[src/rtl/precision_narrow.sv]
// precision_narrow: 2-stage float narrowing (FP16->E4M3 default) with RNE, flags, sticky flags; ports clk,rst,in_valid/in_ready/float_num_in,out_valid/out_ready/float_num_out,out_invalid/overflow/underflow/inexact,flag_clr,sticky_flags
module precision_narrow #(
  parameter int EXP_WIDTH_IN   = 5,
  parameter int FRAC_WIDTH_IN  = 10,
  parameter int EXP_WIDTH_OUT  = 4,
  parameter int FRAC_WIDTH_OUT = 3
) (
  input  logic                                    clk,
  input  logic                                    rst,
  input  logic                                    in_valid,
  output logic                                    in_ready,
  input  logic [EXP_WIDTH_IN+FRAC_WIDTH_IN:0]     float_num_in,
  output logic                                    out_valid,
  input  logic                                    out_ready,
  output logic [EXP_WIDTH_OUT+FRAC_WIDTH_OUT:0]   float_num_out,
  output logic                                    out_invalid,
  output logic                                    out_overflow,
  output logic                                    out_underflow,
  output logic                                    out_inexact,
  input  logic                                    flag_clr,
  output logic [3:0]                              sticky_flags
);
  localparam int EWI = EXP_WIDTH_IN;
  localparam int FWI = FRAC_WIDTH_IN;
  localparam int EWO = EXP_WIDTH_OUT;
  localparam int FWO = FRAC_WIDTH_OUT;
  localparam int BIAS_IN  = 2**(EWI-1) - 1;
  localparam int BIAS_OUT = 2**(EWO-1) - 1;
  logic           w_sign;
  logic [EWI-1:0] w_exp;
  logic [FWI-1:0] w_frac, w_rem;
  logic [FWO-1:0] w_kept;
  logic           w_guard, w_sticky;
  int             w_e;
  logic           w_norm, w_inc;
  logic [EWO-1:0] w_eo;
  logic [FWO-1:0] w_fo;
  logic [3:0]     w_fl;
  logic           r1_valid, r1_sign, r1_norm, r1_inc;
  logic [EWO-1:0] r1_exp;
  logic [FWO-1:0] r1_frac;
  logic [3:0]     r1_fl;
  logic           r2_valid;
  logic [EWO+FWO:0] r2_out;
  logic [3:0]     r2_fl, r_sticky;
  logic           w_s2_load, w_oxfer, w_ovf;
  logic [FWO:0]   w_sum;
  logic [EWO-1:0] w_e2;
  logic [EWO+FWO:0] w_res;
  assign w_sign   = float_num_in[EWI+FWI];
  assign w_exp    = float_num_in[FWI +: EWI];
  assign w_frac   = float_num_in[FWI-1:0];
  assign w_kept   = w_frac[FWI-1 -: FWO];
  assign w_guard  = w_frac[FWI-FWO-1];
  // shifting out kept+guard leaves exactly the sticky bits, even when none remain
  assign w_rem    = w_frac << (FWO + 1);
  assign w_sticky = |w_rem;
  assign w_e      = int'({1'b0, w_exp}) - BIAS_IN;
  // S1 resolves every special case to its final encoding; only the round path is touched in S2
  always_comb begin
    w_norm = 1'b0;
    w_inc  = 1'b0;
    w_fl   = 4'b0000;
    w_eo   = '1;
    w_fo   = '0;
    if (&w_exp) begin
      w_fo    = |w_frac ? {1'b1, {(FWO-1){1'b0}}} : '0;
      w_fl[3] = |w_frac;
    end else if (~|w_exp) begin
      w_eo = '0;
      w_fl = |w_frac ? 4'b0011 : 4'b0000;
    end else if (w_e < 1 - BIAS_OUT) begin
      w_eo = '0;
      w_fl = 4'b0011;
    end else if (w_e > BIAS_OUT) begin
      w_fl = 4'b0101;
    end else begin
      w_norm  = 1'b1;
      w_eo    = EWO'(w_e + BIAS_OUT);
      w_fo    = w_kept;
      w_inc   = w_guard & (w_sticky | w_kept[0]);
      w_fl[0] = w_guard | w_sticky;
    end
  end
  // exponent tops out at all-ones-minus-one before rounding, so the carry can only reach all ones, never wrap
  assign w_sum = {1'b0, r1_frac} + {{FWO{1'b0}}, r1_inc};
  assign w_e2  = r1_exp + {{(EWO-1){1'b0}}, w_sum[FWO]};
  assign w_ovf = r1_norm & (&w_e2);
  assign w_res = w_ovf ? {r1_sign, {EWO{1'b1}}, {FWO{1'b0}}} : {r1_sign, w_e2, w_sum[FWO-1:0]};
  assign w_s2_load = ~r2_valid | out_ready;
  assign w_oxfer   = r2_valid & out_ready;
  assign in_ready  = ~r1_valid | w_s2_load;
  always_ff @(posedge clk) begin
    if (rst) begin
      r1_valid <= 1'b0;
      r2_valid <= 1'b0;
      r2_out   <= '0;
      r2_fl    <= '0;
      r_sticky <= '0;
    end else begin
      if (in_ready) r1_valid <= in_valid;
      if (in_ready && in_valid) begin
        r1_sign <= w_sign;
        r1_norm <= w_norm;
        r1_inc  <= w_inc;
        r1_exp  <= w_eo;
        r1_frac <= w_fo;
        r1_fl   <= w_fl;
      end
      if (w_s2_load) r2_valid <= r1_valid;
      if (w_s2_load && r1_valid) begin
        r2_out <= w_res;
        r2_fl  <= r1_fl | {1'b0, w_ovf, 1'b0, w_ovf};
      end
      r_sticky <= (flag_clr ? 4'b0000 : r_sticky) | (w_oxfer ? r2_fl : 4'b0000);
    end
  end
  assign out_valid     = r2_valid;
  assign float_num_out = r2_out;
  assign out_invalid   = r2_fl[3];
  assign out_overflow  = r2_fl[2];
  assign out_underflow = r2_fl[1];
  assign out_inexact   = r2_fl[0];
  assign sticky_flags  = r_sticky;
endmodule

[config.mk]
export PLATFORM = sky130hd
export DESIGN_NAME = precision_narrow
export DESIGN_NICKNAME = d
export VERILOG_FILES = /design/src/rtl/precision_narrow.sv
export SDC_FILE = /design/constraint.sdc
export NUM_CORES = 1
export LEC_CHECK = 0
export CORE_UTILIZATION = 40
export CTS_CLUSTER_DIAMETER = 200
export CTS_CLUSTER_SIZE = 12
export DETAILED_ROUTE_END_ITERATION = 16
export PLACE_DENSITY = 0.72
export SLEW_MARGIN = 5
export SYNTH_ARGS = -nofsm -noshare
export SYNTH_HDL_FRONTEND = slang
export SYNTH_SLANG_ARGS = --single-unit
[constraint.sdc]
create_clock -name clk -period 3.8 [get_ports clk]
set_clock_uncertainty 0.2 [all_clocks]
set_input_delay 0.95 -clock clk [delete_from_list [all_inputs] [get_ports clk]]
set_output_delay 0.95 -clock clk [all_outputs]
set_load 0.01 [all_outputs]
==> results.toml <==
[synthesis]
seq_area_frac_synth_pct = 47.60
syn_nets = 183
yosysWarnings = 0
ys_ff_latch = 32
avgSynthCellArea_um2 = 10.65
syn_inst = 154
synth-edff-count = 14
async_flop_share_pct = 0
ys.flop_type = "dfxtp_1"
netlist_area_um2 = 1640
yosysUniqueCellTypes = 47

[clock_tree]
clockRootBuffer = "clkbuf_8"
hold_buffers = 0
numCtsBuffers = 5
cts_resized = 0
h-tree-depth = 2
worst_skew_pair.late_latency_ns = 0.28
postCtsSetupBuffers = 0
cts_tree = "built"
clkSinkCount = 32
clockBufferDepth = 2
clk_pin_slew_ns = 0.06

[detailed_routing]
wl_um = 3210
drt_iter0_markers = 80
drcViolationCount = 0
vias_per_cell = 5.228
dr_total_vias = 1286
postRouteAntennaNets = 0
dr.pass1.iters = 6
post_drt_wl_per_cell_um = 13.05

[placed_design]
gp_congestion = 0.8337
placed_area_um2 = 2072
post-dp-hpwl_um = 2476
place_inst = 238
portBuffers = 38

[global_routing]
antenna_found_initial = 0
grt_max_degree = 18
grt_pass1_vias = 1218
grt_pass1_wl_um = 5333
grt_usage_pct = 16.61
grt.overflow.total = 0

[die]
core-area_um2 = 3799
dieArea_um2 = 4361
std_cell_rows = 22
die_y_um = 66.04
io_pins = 39
initial_core_util_pct = 43.18
die_w_um = 66.04

[cells_and_area]
regArea_um2 = 780.7
syn_to_final_growth_pct = 34.02
finalNonFillerCells = 246
fillers = 336
drive_above_1_share_pct = 11.11
fin_area_um2 = 2198
multi_input_area_um2 = 783.3
diodes = 0
final_cell_mix = "clkdlybuf4s50_1, nor2_1, dfxtp_1, edfxtp_1, inv_1"
fin_nets = 226
final_common_cell = "clkdlybuf4s50_1"

[critical_path]
cpLargestDelayFamily = "buffers and inverters"
cp_cell_sequence = "clkdlybuf4s50_1 > and2b_1 > nand2_1 > clkdlybuf4s50_1"
cp_slowest_cell = "clkdlybuf4s50_1"
cp-start-kind = "input pin"
arrival_ns = 2.39
cp_num_buf_inv = 2
crit_fanout = 5
endpoint_kind = "primary output"
path_class = "in2out"
cp.required_ns = 2.65
cpMostUsedCell = "clkdlybuf4s50_1"
crit_path_max_incr_delay_ns = 0.54

[timing]
worstMarginPinSlew_ns = 0.6033
hold_viol = 0
fin_crit_ns = 3.543
drv_slew = 0
timing.hold.ws_ns = 0.2812
clock.fmax_mhz = 282.3
setup_violations = 0
max_slew_margin_pct = 59.78
rsz0062_at_grt = "false"
fin_tns_setup_ns = 0
period_share_pct = 93.23

[power_and_ir_drop]
switching_share_pct = 21.64
powerDensity_nw_per_um2 = 392.6
ir_drop_mv = 0.1452
seqPwrFrac_pct = 44.7
p_leak_uw = 0.0008439
p_int_uw = 676.3
p_switching_uw = 186.8
clkPwrFrac_pct = 40.3
power_frac_comb_pct = 15.0

[worst_hold_path]
hold_path_class = "reg2reg"

[run]
drv_cap = 0

[status]
outcome = "completed"
-- worst paths after layout --
path                                  from                       endpoint  cells after the start  slack (ns)
max reg2reg           r1_inc$_SDFFCE_PP0P_          r2_fl[2]$_SDFFE_PP0P_                      8        1.33
max                              out_ready                       in_ready                      4        0.26
min reg2reg  float_num_out[0]$_SDFFE_PP0P_  float_num_out[0]$_SDFFE_PP0P_                      2        0.28
min          float_num_out[0]$_SDFFE_PP0P_  float_num_out[0]$_SDFFE_PP0P_                      2        0.28
-- kinds of logic (layout without fill, tap and decap cells) --
group | count (synthesis) | in the layout | share of synthesized area [%]
AO/OA/AOI/OAI | 31 | 31 | 14.34
XOR/XNOR | 9 | 9 | 6.408
adder cells (fa/ha/maj) | 8 | 8 | 6.102
buffers and inverters | 16 | 60 | 4.653
flip-flops | 32 | 32 | 47.60
multiplexers | 8 | 8 | 5.187
AND/OR/NAND/NOR | 50 | 50 | 15.71
-- state kept, by name (all words and copies together) (netlist names), 3 cells and up --
name           cells
float_num_out      8
sticky_flags       4
r1_frac            3
r1_exp             4
r1_fl              4
r2_fl              4
-- layer usage --
metal	GRT usage, %	up-vias	wire length, um
met1	17.46	588	1337
met3	5.345	6	176
met2	30.36	46	1639
met4	6.383	0	57
met5	0	-	0
li1	-	646	-
-- synth_stat cells, drive strengths merged (2+ instances only) --
master / instances / share of area, %
nor3: 5 / 1.5
nand2: 8 / 1.8
ha: 8 / 6.1
dfxtp: 18 / 22
o211ai: 3 / 1.4
a21oi: 2 / 0.61
mux2i: 7 / 4.3
xnor2: 5 / 2.7
o21ai: 8 / 2.4
xor2: 4 / 3.7
nor2: 20 / 4.6
nor3b: 2 / 0.92
nand3: 2 / 0.92
edfxtp: 14 / 26
clkbuf: 2 / 0.46
o221a: 2 / 1.4
inv: 10 / 2.3
and3: 3 / 1.2
o221ai: 2 / 1.4
a32oi: 4 / 2.1
o32ai: 3 / 1.6
buf: 4 / 1.9
-- power groups by stage --
stage / Sequential (uW) / Clock (uW) / Combinational, uW
final: 386 / 348 / 129
after global routing: 388 / 373 / 141
after CTS: 386 / 354 / 130
after detailed placement: 393 / 0 / 129
after global placement: 393 / 0 / 126
after floorplan: 395 / 0 / 73.0
-- worst reg2reg max path: cells and delay by family, from the launching register on --
kind | cells | cell delay [ns]
xor gates and xnor gates | 1 | 0.20
DFF | 1 | 0.37
and+or+nand+nor | 2 | 0.30
adders and majority gates | 3 | 0.61
AOI/OAI and AO/OA | 2 | 0.74
-- layout make-up --
class                   count  share of cell area (%)
clock inverters             1                   1.366
well taps                  48                   2.732
repair buffers             42                   18.67
clock buffers               7                   4.382
multi-input cells         106                   35.63
inverters                  10                   1.707
flip-flops and latches     32                   35.52
-- through the flow --
stage	utilization, %	setup WS [ns]	total power [uW]
5_1_grt	57.87	0.1843	902.2
6_report	57.87	0.2574	863.1
2_1_floorplan	-	1.005	468.1
4_1_cts	57.87	0.2602	870.0
3_5_place_dp	54.55	0.2607	522.5
3_3_place_gp	54.55	0.2960	519.1
Note: power is estimated with default switching activity, not from simulation.
